===== src/rtl/AlteraAvalon_Pkg.sv =====
// Avalon-ST beat carried between the stack generators and the MAC: 38 bits per beat.
package AlteraAvalon_Pkg;
  localparam int AVST_DATA_W  = 32;
  localparam int AVST_EMPTY_W = 1;
  localparam int AVST_ERROR_W = 2;

  typedef struct packed {
    logic [AVST_ERROR_W-1:0] Error;
    logic                    Valid;
    logic                    Sop;
    logic                    Eop;
    logic [AVST_EMPTY_W-1:0] Empty;
    logic [AVST_DATA_W-1:0]  Data;
  } From_AvalonST_SourceStruct;
endpackage


===== src/rtl/inet_stack_pkg.sv =====
// Shared types for the inet transmit stack: arbiter states and the abort-beat encoding.
package inet_stack_pkg;
  import AlteraAvalon_Pkg::*;

  typedef enum logic [1:0] {
    IDLE,
    XFER,
    ABORT
  } arb_state_te;

  localparam logic [1:0] AVST_ERR_ABORT = 2'b11;

  // Errored EOP that closes a frame whose source went silent mid-packet.
  function automatic From_AvalonST_SourceStruct avst_abort_beat();
    From_AvalonST_SourceStruct beat;
    beat       = '0;
    beat.Valid = 1'b1;
    beat.Eop   = 1'b1;
    beat.Error = AVST_ERR_ABORT;
    return beat;
  endfunction
endpackage


===== src/rtl/inet_tx_stream_arbiter_rr_pick.sv =====
// Combinational round-robin picker: first set request at or after ptr, wrapping.
module rr_pick #(
  parameter int N = 4,
  parameter int W = (N > 1) ? $clog2(N) : 1
) (
  input  logic [N-1:0] req,
  input  logic [W-1:0] ptr,
  output logic [N-1:0] grant_oh,
  output logic [W-1:0] grant_idx
);
  int         cand;
  logic [W-1:0] cand_idx;
  logic       found;

  always_comb begin
    grant_oh  = '0;
    grant_idx = '0;
    cand      = 0;
    cand_idx  = '0;
    found     = 1'b0;
    for (int i = 0; i < N; i++) begin
      cand = int'(ptr) + i;
      if (cand >= N) begin
        cand = cand - N;
      end
      cand_idx = W'(cand);
      if (!found && req[cand_idx]) begin
        found              = 1'b1;
        grant_oh[cand_idx] = 1'b1;
        grant_idx          = cand_idx;
      end
    end
  end
endmodule


===== src/rtl/inet_tx_stream_arbiter.sv =====
// Packet-atomic round-robin arbiter sharing one Avalon-ST transmit path among NUM_SRC
// framed sources, with a per-grant stall watchdog that closes dead frames with an errored EOP.
module inet_tx_stream_arbiter
  import AlteraAvalon_Pkg::*;
  import inet_stack_pkg::*;
#(
  parameter int NUM_SRC       = 4,
  parameter int STALL_TIMEOUT = 255,
  parameter int CNT_WIDTH     = 16,
  localparam int GW           = $clog2(NUM_SRC)
) (
  input  logic                      clk,
  input  logic                      reset,
  input  From_AvalonST_SourceStruct snk_in [NUM_SRC],
  output logic [NUM_SRC-1:0]        snk_ready,
  input  logic [NUM_SRC-1:0]        src_en,
  output From_AvalonST_SourceStruct src_out,
  input  logic                      src_ready,
  output logic [GW-1:0]             grant_id,
  output logic                      busy,
  output logic [CNT_WIDTH-1:0]      pkt_count,
  output logic [CNT_WIDTH-1:0]      abort_count
);
  localparam logic [GW-1:0]        LAST_SRC = GW'(NUM_SRC - 1);
  localparam logic [15:0]          WD_LAST  = 16'(STALL_TIMEOUT - 1);
  localparam logic [CNT_WIDTH-1:0] CNT_ONE  = CNT_WIDTH'(1);

  arb_state_te               state_reg;
  logic [GW-1:0]             grant_reg;
  logic [GW-1:0]             ptr_reg;
  logic [GW-1:0]             ptr_next;
  logic [15:0]               wd_reg;
  logic [CNT_WIDTH-1:0]      pkt_count_reg;
  logic [CNT_WIDTH-1:0]      abort_count_reg;
  logic [NUM_SRC-1:0]        req;
  logic [NUM_SRC-1:0]        pick_oh;
  logic [GW-1:0]             pick_idx;
  From_AvalonST_SourceStruct granted;

  // Only a valid SOP from an enabled source may open a new packet.
  generate
    for (genvar gi = 0; gi < NUM_SRC; gi++) begin : g_req
      assign req[gi]       = snk_in[gi].Valid & snk_in[gi].Sop & src_en[gi];
      assign snk_ready[gi] = (state_reg == XFER) && (grant_reg == GW'(gi)) && src_ready;
    end
  endgenerate

  rr_pick #(
    .N (NUM_SRC),
    .W (GW)
  ) u_rr_pick (
    .req       (req),
    .ptr       (ptr_reg),
    .grant_oh  (pick_oh),
    .grant_idx (pick_idx)
  );

  assign granted  = snk_in[grant_reg];
  assign ptr_next = (grant_reg == LAST_SRC) ? '0 : grant_reg + GW'(1);

  always_comb begin
    src_out = '0;
    case (state_reg)
      XFER:    src_out = granted;
      ABORT:   src_out = avst_abort_beat();
      default: src_out = '0;
    endcase
  end

  always_ff @(posedge clk or posedge reset) begin
    if (reset) begin
      state_reg       <= IDLE;
      grant_reg       <= '0;
      ptr_reg         <= '0;
      wd_reg          <= '0;
      pkt_count_reg   <= '0;
      abort_count_reg <= '0;
    end else begin
      case (state_reg)
        IDLE: begin
          if (|pick_oh) begin
            grant_reg <= pick_idx;
            wd_reg    <= '0;
            state_reg <= XFER;
          end
        end
        XFER: begin
          // Back-pressure with Valid high is not a stall; only a silent source ages the watchdog.
          if (granted.Valid) begin
            wd_reg <= '0;
            if (src_ready && granted.Eop) begin
              pkt_count_reg <= pkt_count_reg + CNT_ONE;
              ptr_reg       <= ptr_next;
              state_reg     <= IDLE;
            end
          end else if (wd_reg == WD_LAST) begin
            state_reg <= ABORT;
          end else begin
            wd_reg <= wd_reg + 16'd1;
          end
        end
        ABORT: begin
          if (src_ready) begin
            abort_count_reg <= abort_count_reg + CNT_ONE;
            ptr_reg         <= ptr_next;
            state_reg       <= IDLE;
          end
        end
        default: state_reg <= IDLE;
      endcase
    end
  end

  assign grant_id    = grant_reg;
  assign busy        = (state_reg != IDLE);
  assign pkt_count   = pkt_count_reg;
  assign abort_count = abort_count_reg;
endmodule


===== config.mk =====
export PLATFORM = sky130hd
export DESIGN_NAME = inet_tx_stream_arbiter
export DESIGN_NICKNAME = d
export VERILOG_FILES = /design/src/rtl/AlteraAvalon_Pkg.sv /design/src/rtl/inet_stack_pkg.sv /design/src/rtl/inet_tx_stream_arbiter_rr_pick.sv /design/src/rtl/inet_tx_stream_arbiter.sv
export SDC_FILE = /design/constraint.sdc
export NUM_CORES = 1
export LEC_CHECK = 0
export CELL_PAD_IN_SITES_DETAIL_PLACEMENT = 1
export CELL_PAD_IN_SITES_GLOBAL_PLACEMENT = 1
export CORE_ASPECT_RATIO = 0.8
export CORE_MARGIN = 1.5
export CORE_UTILIZATION = 27
export CTS_CLUSTER_SIZE = 8
export DETAILED_ROUTE_END_ITERATION = 10
export PLACE_DENSITY = 0.9
export SETUP_SLACK_MARGIN = 0.5
export SLEW_MARGIN = 10
export SYNTH_ARGS = -nofsm -noshare
export SYNTH_HDL_FRONTEND = slang
export SYNTH_SLANG_ARGS = --single-unit

===== constraint.sdc =====
create_clock -name clk -period 2.8 [get_ports clk]
set_clock_uncertainty 0.2 [all_clocks]
set_input_delay 0.56 -clock clk [delete_from_list [all_inputs] [get_ports clk]]
set_output_delay 0.56 -clock clk [all_outputs]
set_load 0.1 [all_outputs]

After elaboration in Yosys (flattened, before gate mapping)
Index checks and enable logic that the tools add are counted.

Output and inout bits: 77. Bits in registers: 54.

Equal/unequal tests: 13. Add/sub/neg operators: 11. $lt $le $gt $ge: 13. Muxes and demuxes: 50. Bitwise operators: 12. Reductions and logical operators: 31.

Operators with widths (count): binary-select mux 38 bit (select 2 bit) (1); two-way mux 38 bit (2); case mux 38 bit (2 select lines) (1); adder 16 x 1 -> 16 bit, second input constant (3); two-way mux 16 bit (3); two-way mux 2 bit (17); case mux 16 bit (2 select lines) (1); == test 16 x 8 -> 1 bit, second input constant (1); logical AND 1 bit (16); two-way mux 4 bit (4); >= comparator 3 bit, second input constant (4); < comparator 2 x 3 -> 1 bit, second input constant (4); bitwise OR 4 bit (3); two-way mux 1 bit (11); AND 1 bit (8); binary-select mux 1 bit (select 2 bit) (4); demux 1 bit (select 2 bit) (4); >= comparator 2 x 1 -> 1 bit, second input constant (4); AND reduction 4 bit (2); subtractor 2 x 1 -> 2 bit, second input constant (4); adder 2 x 2 -> 3 bit, second input constant (2); == test 2 bit, second input constant (3); inequality test 2 bit, second input constant (3); inequality test 3 x 2 -> 1 bit, second input constant (2); other kinds (15) (23).

Longest topological paths before layout
Gate-level depths: netlist of run 1.

Depth in word-level cells: 17. Gate-level depth with buffers: 10.

Modules after synthesis
Synthesis of run 1 repeated with hierarchy kept, for this count alone.

Cell total of the unflattened synthesis: 447. Area, all modules: 4498.1 µm².

Modules (own cells, without submodules): inet_tx_stream_arbiter (area each 4008.8 µm², sequential area each 1351.3 µm², times used 1, cells each 382); rr_pick (area each 489.2 µm², sequential area each 0.0 µm², times used 1, cells each 65).

Worst setup path before layout of run 1
No wires, ideal clock.

Kind: flip-flop to output port. Start: register grant_reg[0] (netlist: grant_id[0]). End: output src_out[36] in the netlist's numbering. Setup slack: -1.122 ns. Cell stages (with the launch flop): 6. Arrival: 3.162 ns. Path buffers: 2. Path through: dfrtp_1 > clkbuf_1 > buf_2 > mux4_2 > a21oi_1 > nor2b_1.

RTL lines: start, declared (line inet_tx_stream_arbiter.sv:29) `logic [GW-1:0] grant_reg;`; start signal, assigned (line inet_tx_stream_arbiter.sv:82) `grant_reg <= pick_idx;`; end, declared (line inet_tx_stream_arbiter.sv:17) `output From_AvalonST_SourceStruct src_out,`.

Worst setup path in the final report of run 1
Start: register ptr_reg[0]. End: register wd_reg[3].

Word-level cells in the longest chain between the ends: 17. Elaborated cells between the ends (all ways): 62. Classes of those cells: add/sub (7); order compare (12); eq/ne (1); mux (27); bitwise (3); reduce/logical (12).

RTL lines: start, declared (line inet_tx_stream_arbiter.sv:30) `logic [GW-1:0] ptr_reg;`; start signal, assigned (line inet_tx_stream_arbiter.sv:93) `ptr_reg <= ptr_next;`; start signal, assigned (line inet_tx_stream_arbiter.sv:105) `ptr_reg <= ptr_next;`; branches (longest 13 deep; another with adder 2 x 1 -> 3 bit); two-way mux 4 bit (*) (line inet_tx_stream_arbiter_rr_pick.sv:27) `if (!found && req[cand_idx]) begin`; OR reduction 4 bit (*) (line inet_tx_stream_arbiter.sv:81) `if (|pick_oh) begin`; inequality test 2 bit (no source line) (*); AND reduction 3 bit (no source line) (*); end signal, assigned (line inet_tx_stream_arbiter.sv:99) `wd_reg <= wd_reg + 16'd1;`; end, declared (line inet_tx_stream_arbiter.sv:32) `logic [15:0] wd_reg;`.

Every way passes the cells marked *. The select of a mux whose other input is x is not followed. A chain may end at the register's enable or synchronous reset.

==> results of run 1 <==
## final cells by class
cell class	count	area [um2]	share of cell area [%]
Timing Repair Buffer	315	3674	40.22
Inverter	15	67.56	0.7398
Multi-Input combinational cell	309	3602	39.44
Clock buffer	6	138.9	1.521
Tap cell	215	269.0	2.946
Clock inverter	2	17.52	0.1918
Sequential cell	54	1364	14.93
## worst max-delay path by stage
stage                                  from                endpoint  slack (ps)  cells after the start
floorplan           grant_id[0]$_DFFE_PP0P_   wd_reg[4]$_DFFE_PP0P_         -30                      8
global placement                 snk_in[72]  wd_reg[11]$_DFFE_PP0P_        -270                      8
detailed placement               snk_in[72]  wd_reg[10]$_DFFE_PP0P_        -420                      8
CTS                 grant_id[0]$_DFFE_PP0P_             src_out[22]          90                      4
global route         ptr_reg[0]$_DFFE_PP0P_  wd_reg[10]$_DFFE_PP0P_         -60                      9
finish               ptr_reg[0]$_DFFE_PP0P_   wd_reg[3]$_DFFE_PP0P_         -10                      9
## critical path: stages (launching register included)
cell and delay (ps):
sky130_fd_sc_hd__dfrtp_2 440, sky130_fd_sc_hd__clkinvlp_4 180, sky130_fd_sc_hd__ha_4 320, sky130_fd_sc_hd__mux4_2 380, sky130_fd_sc_hd__o21bai_4 230, sky130_fd_sc_hd__a221oi_4 380, sky130_fd_sc_hd__or3_4 230, sky130_fd_sc_hd__buf_12 110
sky130_fd_sc_hd__buf_12 140, sky130_fd_sc_hd__o31ai_4 60
## logic make-up after synthesis
kind of cell,count (synthesis)
xor+xnor,30
flops,54
buf+inv,41
compound gates,53
simple gates,157
fa+ha+maj,19
mux,50
## routing by layer
metal / part of all wire (%) / vias up / GRT usage [%]
met2: 53 / 243 / 48.76
met1: 38 / 2537 / 28.13
met4: 4.4 / 0 / 10.27
met3: 4.6 / 66 / 4.767
met5: 0 / - / 0
li1: - / 2139 / -
## through the flow
stage	utilization [%]	hold slack [ps]	power [mW]
floorplan	-	244.1	4.707
detailed placement	49.26	278.3	6.477
finish	57.61	287.3	8.618
CTS	54.75	292.3	7.922
global route	57.61	300.3	8.883
global placement	49.26	261.5	6.300
## what timing repair did
| action | in CTS | in global routing |
|---|---|---|
| pin swaps | 29 | 24 |
| endpoints found under the setup margin | 79 | 90 |
| hold endpoints to repair | 0 | 0 |
| setup buffers | 24 | 15 |
| resized for setup | 116 | 58 |
| gates cloned | 5 | 2 |
## where the power goes
group          internal, mW  total, mW  switching, mW
clock                 0.360      0.673          0.312
sequential            0.883       1.06          0.182
combinational          3.00       6.88           3.88
total                  4.25       8.62           4.37
## cells in the final DEF, fill, tap and decap left out, types with 11 or more instances in the layout
cell,n
sky130_fd_sc_hd__and3_4,41
sky130_fd_sc_hd__xnor2_1,18
sky130_fd_sc_hd__buf_6,27
sky130_fd_sc_hd__clkdlybuf4s50_1,143
sky130_fd_sc_hd__buf_4,67
sky130_fd_sc_hd__ha_1,13
sky130_fd_sc_hd__dfrtp_1,44
sky130_fd_sc_hd__nand3_1,14
sky130_fd_sc_hd__nor2_1,11
sky130_fd_sc_hd__nand2_1,15
sky130_fd_sc_hd__mux4_2,43
sky130_fd_sc_hd__buf_12,54
==> out/metrics.json, run 1 <==
{
  "final_area": {"value": 9133, "unit": "um2"},
  "synth.cells.most_frequent": {"value": "sky130_fd_sc_hd__dfrtp_1, sky130_fd_sc_hd__and3_1, sky130_fd_sc_hd__mux4_2"},
  "cts_max_path_buffers": {"value": 2},
  "crit_path_max_fanout": {"value": 8},
  "ctsRootBufferMaster": {"value": "sky130_fd_sc_hd__clkbuf_16"},
  "hold_path_endpoint": {"value": "pkt_count[15]$_DFFE_PP0P_"},
  "synthesis.yosys.warnings": {"value": 0},
  "antenna_cells_inserted": {"value": 0},
  "vias": {"value": 4985},
  "initial_antenna_violation_count": {"value": 0},
  "wl": {"value": 23840, "unit": "um"},
  "min_path_type": {"value": "reg -> reg"},
  "synth.top_cells.by_area": {"value": "sky130_fd_sc_hd__dfrtp_1, sky130_fd_sc_hd__mux4_2, sky130_fd_sc_hd__and3_1"},
  "tritoncts_buffer_count": {"value": 5},
  "drt-initial-drc-count": {"value": 232},
  "required": {"value": 2770, "unit": "ps"},
  "detail_route.drc_violations": {"value": 0},
  "chipWidth": {"value": 145.7, "unit": "um"},
  "num-nets-final": {"value": 878},
  "drive_gt1_share": {"value": 50.93, "unit": "%"},
  "crit-reg2reg-launch": {"value": "ptr_reg[0]$_DFFE_PP0P_"},
  "first_global_vias": {"value": 5391},
  "drtPass1Iterations": {"value": 5},
  "synth.ff_latch_count": {"value": 54},
  "clock_latency": {"value": 310, "unit": "ps"},
  "post_synth_and_or_nand_nor_area_fraction": {"value": 19.99, "unit": "%"},
  "placed_cells_incl_taps": {"value": 862},
  "seq_area_frac_synth": {"value": 30.71, "unit": "%"},
  "timing.critical_path.from_type": {"value": "flip-flop"},
  "worst_slew_pin_slew": {"value": 741.3, "unit": "ps"},
  "yosys.area.top_type": {"value": "sky130_fd_sc_hd__dfrtp_1"},
  "synth_area_per_cell": {"value": 10.89, "unit": "um2"},
  "detail_route.wl_per_cell": {"value": 26.02, "unit": "um"},
  "cts.htree.levels": {"value": 2},
  "grt_use_total": {"value": 25.41, "unit": "%"},
  "pin_count": {"value": 236},
  "maxSlewHeadroom": {"value": 50.58, "unit": "%"},
  "post-route-period-util": {"value": 100.5, "unit": "%"},
  "synthMostInstantiatedCell": {"value": "sky130_fd_sc_hd__dfrtp_1"},
  "ir_drop": {"value": 812.7, "unit": "uV"},
  "num-fill-cells": {"value": 1535},
  "hold_buffers": {"value": 0},
  "grt_pass1_wl": {"value": 32710, "unit": "um"},
  "worstHoldPathCells": {"value": 1},
  "unrepaired_setup_endpoints_after_global_routing": {"value": "true"},
  "max_freq": {"value": 0.3555, "unit": "GHz"},
  "quantity_of_i_o_buffers_inserted_on_ports": {"value": 235},
  "r2r.worst_path.cells": {"value": 9},
  "ff2ff_setup_slack": {"value": -10, "unit": "ps"},
  "dp_slack": {"value": -415.5, "unit": "ps"},
  "run_status": {"value": "complete, but fails checks"},
  "die-area": {"value": 17080, "unit": "um2"},
  "detailedPlacementHpwl": {"value": 15320, "unit": "um"},
  "core_area": {"value": 15850, "unit": "um2"},
  "place.gp.congestion": {"value": 0.9598},
  "final-max-slew-violation-count": {"value": 0},
  "synth_adder_area_share": {"value": 5.402, "unit": "%"},
  "pin_count_of_the_biggest_net_entering_global_routing": {"value": 55},
  "setup_violations": {"value": 6},
  "postSynth.topFlopCell": {"value": "sky130_fd_sc_hd__dfrtp_1"},
  "failing_checks": {"value": "setup timing"},
  "worst_path_clk_slew": {"value": 80, "unit": "ps"},
  "power_per_cell_area": {"value": 943.6, "unit": "nW/um2"},
  "synthToLayoutAreaGrowth": {"value": 107.5, "unit": "%"},
  "netlist.area_leader.share": {"value": 30.71, "unit": "%"},
  "ant_nets": {"value": 0},
  "finish.cell_count_without_fillers": {"value": 916},
  "syn_area": {"value": 4400, "unit": "um2"},
  "cts.sink_count": {"value": 54},
  "synthCells": {"value": 404},
  "fp.dieH": {"value": 117.2, "unit": "um"},
  "detail_route.vias_per_cell": {"value": 5.442},
  "mappedNetlistNets": {"value": 582},
  "critical_path_class": {"value": "reg -> reg"},
  "worstReg2RegEnd": {"value": "wd_reg[3]$_DFFE_PP0P_"},
  "area_after_detailed_placement": {"value": 7809, "unit": "um2"},
  "timing.final.crit_period": {"value": 2813, "unit": "ps"},
  "synthDistinctLibCells": {"value": 43},
  "report.final.hold_viol_count": {"value": 0},
  "share_of_the_synthesized_area_in_compound_gates_ao_oa_aoi_oai": {"value": 10.07, "unit": "%"},
  "synth_xor_xnor_area_share": {"value": 5.971, "unit": "%"},
  "synth_top_family_by_area": {"value": "multiplexers"},
  "worstHoldStart": {"value": "pkt_count[15]$_DFFE_PP0P_"},
  "start_util": {"value": 27.76, "unit": "%"},
  "floorplan.rows": {"value": 41},
  "ys_async_sr_fraction": {"value": 100.0, "unit": "%"},
  "leakage_power_total": {"value": 3.692, "unit": "nW"},
  "synthMuxAreaShare": {"value": 23.71, "unit": "%"},
  "endpoint_kind": {"value": "flip-flop"},
  "setup-tns-final": {"value": -38.93, "unit": "ps"},
  "maxCapViolations": {"value": 0},
  "cp_data_arrival_time": {"value": 2780, "unit": "ps"},
  "setup_slack": {"value": -13.32, "unit": "ps"},
  "cts_tree": {"value": "yes"},
  "grt_overflow": {"value": 0},
  "synth_enable_flop_cells": {"value": 0}
}
Note: power is estimated with default switching activity, not from simulation.
==> inputs of run 2 (changes only) <==
--- a/config.mk
+++ b/config.mk
@@ -10,7 +10,7 @@
 export CORE_ASPECT_RATIO = 0.8
 export CORE_MARGIN = 1.5
 export CORE_UTILIZATION = 27
-export CTS_CLUSTER_SIZE = 8
+export CTS_CLUSTER_SIZE = 16
 export DETAILED_ROUTE_END_ITERATION = 10
 export PLACE_DENSITY = 0.9
 export SETUP_SLACK_MARGIN = 0.5
==> results of run 2 <==
Final layout, timing and power as in run 1 (identical DEF).
==> inputs of run 3 (changes only) <==
--- a/config.mk
+++ b/config.mk
@@ -14,6 +14,7 @@
 export DETAILED_ROUTE_END_ITERATION = 10
 export PLACE_DENSITY = 0.9
 export SETUP_SLACK_MARGIN = 0.5
+export SKIP_CTS_REPAIR_TIMING = 1
 export SLEW_MARGIN = 10
 export SYNTH_ARGS = -nofsm -noshare
 export SYNTH_HDL_FRONTEND = slang
==> run 3 against run 2 <==
Against the previous run: the run now ends clean; via count fell by 4.9%; wire length is 12% lower; hold slack better by 2.8 ps; critical path type unchanged; die area is the same; register-to-register slack better by 80 ps; non-clock buffer count down 15; highest routed layer unchanged; sequential power about the same; design area shrank 4.4%; utilization fell by 2.5 points; setup slack better by 80 ps.
==> out/metrics.json, run 3 (synthesis gave the netlist of run 1 again) <==
{
  "floorplan.rows": {"value": 41},
  "placed_cells_incl_taps": {"value": 862},
  "ir_drop": {"value": 899.2, "unit": "uV"},
  "initial_antenna_violation_count": {"value": 0},
  "final_core_util": {"value": 55.07, "unit": "%"},
  "detail_route.drc_violations": {"value": 0},
  "cts.htree.levels": {"value": 2},
  "run_status": {"value": "finished clean"},
  "grt_pass1_wl": {"value": 29010, "unit": "um"},
  "critical_path.startpoint": {"value": "ptr_reg[0]$_DFFE_PP0P_"},
  "vias": {"value": 4740},
  "maxSlewHeadroom": {"value": 53.64, "unit": "%"},
  "critical_path_class": {"value": "reg -> reg"},
  "chipWidth": {"value": 145.7, "unit": "um"},
  "detailedPlacementHpwl": {"value": 15320, "unit": "um"},
  "drtPass1Iterations": {"value": 6},
  "finalHoldWorstSlack": {"value": 290.1, "unit": "ps"},
  "fp.dieH": {"value": 117.2, "unit": "um"},
  "worst_path_clk_slew": {"value": 70, "unit": "ps"},
  "post-route-period-util": {"value": 97.61, "unit": "%"},
  "timing.critical_path.from_type": {"value": "flip-flop"},
  "grt_overflow": {"value": 0},
  "cp_data_arrival_time": {"value": 2700, "unit": "ps"},
  "r2r.worst_path.cells": {"value": 8},
  "setup_slack": {"value": 66.89, "unit": "ps"},
  "detail_route.vias_per_cell": {"value": 5.261},
  "quantity_of_i_o_buffers_inserted_on_ports": {"value": 235},
  "min_path_type": {"value": "reg -> reg"},
  "finish.cell_count_without_fillers": {"value": 901},
  "final_cell_mix": {"value": "sky130_fd_sc_hd__clkdlybuf4s50_1, sky130_fd_sc_hd__buf_4, sky130_fd_sc_hd__buf_12, sky130_fd_sc_hd__dfrtp_1, sky130_fd_sc_hd__mux4_2"},
  "num-fill-cells": {"value": 1563},
  "start_util": {"value": 27.76, "unit": "%"},
  "grt_use_total": {"value": 22.05, "unit": "%"},
  "die-area": {"value": 17080, "unit": "um2"},
  "cts_tree": {"value": "yes"},
  "worst_slew_pin_slew": {"value": 695.4, "unit": "ps"},
  "power_per_cell_area": {"value": 918.5, "unit": "nW/um2"},
  "crit_path_max_fanout": {"value": 7},
  "cts_max_path_buffers": {"value": 2},
  "ctsRootBufferMaster": {"value": "sky130_fd_sc_hd__clkbuf_16"},
  "cts.sink_count": {"value": 54},
  "required": {"value": 2770, "unit": "ps"},
  "place.gp.congestion": {"value": 0.9598},
  "timing.final.crit_period": {"value": 2733, "unit": "ps"},
  "drt-initial-drc-count": {"value": 196},
  "drive_gt1_share": {"value": 46.94, "unit": "%"},
  "final-max-slew-violation-count": {"value": 0},
  "leakage_power_total": {"value": 3.631, "unit": "nW"},
  "dp_slack": {"value": -415.5, "unit": "ps"},
  "ff_latch_area": {"value": 1363, "unit": "um2"},
  "core_area": {"value": 15850, "unit": "um2"},
  "max_freq": {"value": 0.3659, "unit": "GHz"},
  "ant_nets": {"value": 0},
  "setup_violations": {"value": 0},
  "antenna_cells_inserted": {"value": 0},
  "clock_latency": {"value": 300, "unit": "ps"},
  "ff2ff_setup_slack": {"value": 70, "unit": "ps"},
  "wl": {"value": 20910, "unit": "um"},
  "pin_count": {"value": 236},
  "worst_setup_path_endpoint": {"value": "wd_reg[3]$_DFFE_PP0P_"},
  "detail_route.wl_per_cell": {"value": 23.20, "unit": "um"},
  "unrepaired_setup_endpoints_after_global_routing": {"value": "true"},
  "crit-reg2reg-launch": {"value": "ptr_reg[0]$_DFFE_PP0P_"},
  "worstReg2RegEnd": {"value": "wd_reg[3]$_DFFE_PP0P_"},
  "tritoncts_buffer_count": {"value": 5},
  "multiInputGateArea": {"value": 3467, "unit": "um2"},
  "maxCapViolations": {"value": 0},
  "endpoint_kind": {"value": "flip-flop"},
  "final_common_cell": {"value": "sky130_fd_sc_hd__clkdlybuf4s50_1"},
  "report.final.hold_viol_count": {"value": 0},
  "pin_count_of_the_biggest_net_entering_global_routing": {"value": 55},
  "first_global_vias": {"value": 5032},
  "num-nets-final": {"value": 863},
  "synthToLayoutAreaGrowth": {"value": 98.38, "unit": "%"}
}
[run 3: changes by cell type in the layout (fill, tap and decap cells not counted), sizes merged]
cell / delta
clkdlybuf4s50: +2
clkbuf: +1
dlygate4sd2: -3
dlymetal6s2s: +13
clkdlybuf4s15: -12
buf: -16
[run 3: layout make-up]
type,count,share of cell area (%)
tap,215,3.082
multi-input combinational,309,39.72
timing repair buffer,300,39.09
clock buffer,6,1.591
sequential,54,15.61
inverter,15,0.7166
clock inverter,2,0.2007
[run 3: worst max-delay path: stages (launching register included)]
cell,delay [ps]
sky130_fd_sc_hd__dfrtp_2,420
sky130_fd_sc_hd__clkinvlp_4,180
sky130_fd_sc_hd__ha_4,320
sky130_fd_sc_hd__mux4_2,370
sky130_fd_sc_hd__o21bai_4,230
sky130_fd_sc_hd__a221oi_4,410
sky130_fd_sc_hd__or3_4,240
sky130_fd_sc_hd__clkbuf_16,180
sky130_fd_sc_hd__o31ai_4,50
[run 3: stage by stage]
| stage | power (mW) | cell area (um2) | TNS [ps] |
|---|---|---|---|
| finish | 8.018 | 8730 | 0 |
| floorplan | 4.707 | 4756 | -212.6 |
| global route | 8.324 | 8730 | -14.09 |
| CTS | 7.157 | 7965 | -842.0 |
| global placement | 6.300 | 7809 | -3843 |
| detailed placement | 6.477 | 7809 | -6351 |
[run 3: worst min-delay path by stage]
stage / startpoint / to / slack (ps) / depth (start not counted)
6_report: abort_count[15]$_DFFE_PP0P_ / abort_count[15]$_DFFE_PP0P_ / 290 / 1
4_1_cts: abort_count[15]$_DFFE_PP0P_ / abort_count[15]$_DFFE_PP0P_ / 290 / 1
5_1_grt: abort_count[15]$_DFFE_PP0P_ / abort_count[15]$_DFFE_PP0P_ / 300 / 1
3_3_place_gp: abort_count[15]$_DFFE_PP0P_ / abort_count[15]$_DFFE_PP0P_ / 260 / 1
2_1_floorplan: wd_reg[7]$_DFFE_PP0P_ / wd_reg[7]$_DFFE_PP0P_ / 240 / 1
3_5_place_dp: abort_count[15]$_DFFE_PP0P_ / abort_count[15]$_DFFE_PP0P_ / 280 / 1
[run 3: routing by layer]
metal / track usage, % / part of all wire (%) / vias up
met5: 0 / 0 / -
met4: 7.483 / 3.6 / 0
met3: 4.302 / 4.6 / 54
met2: 41.75 / 53 / 155
met1: 25.25 / 39 / 2430
li1: - / - / 2101
[run 3: report_power, final]
| group | switching [mW] | total (mW) | internal [mW] |
|---|---|---|---|
| Combinational | 3.64 | 6.31 | 2.67 |
| Clock | 0.303 | 0.663 | 0.360 |
| Sequential | 0.164 | 1.05 | 0.882 |
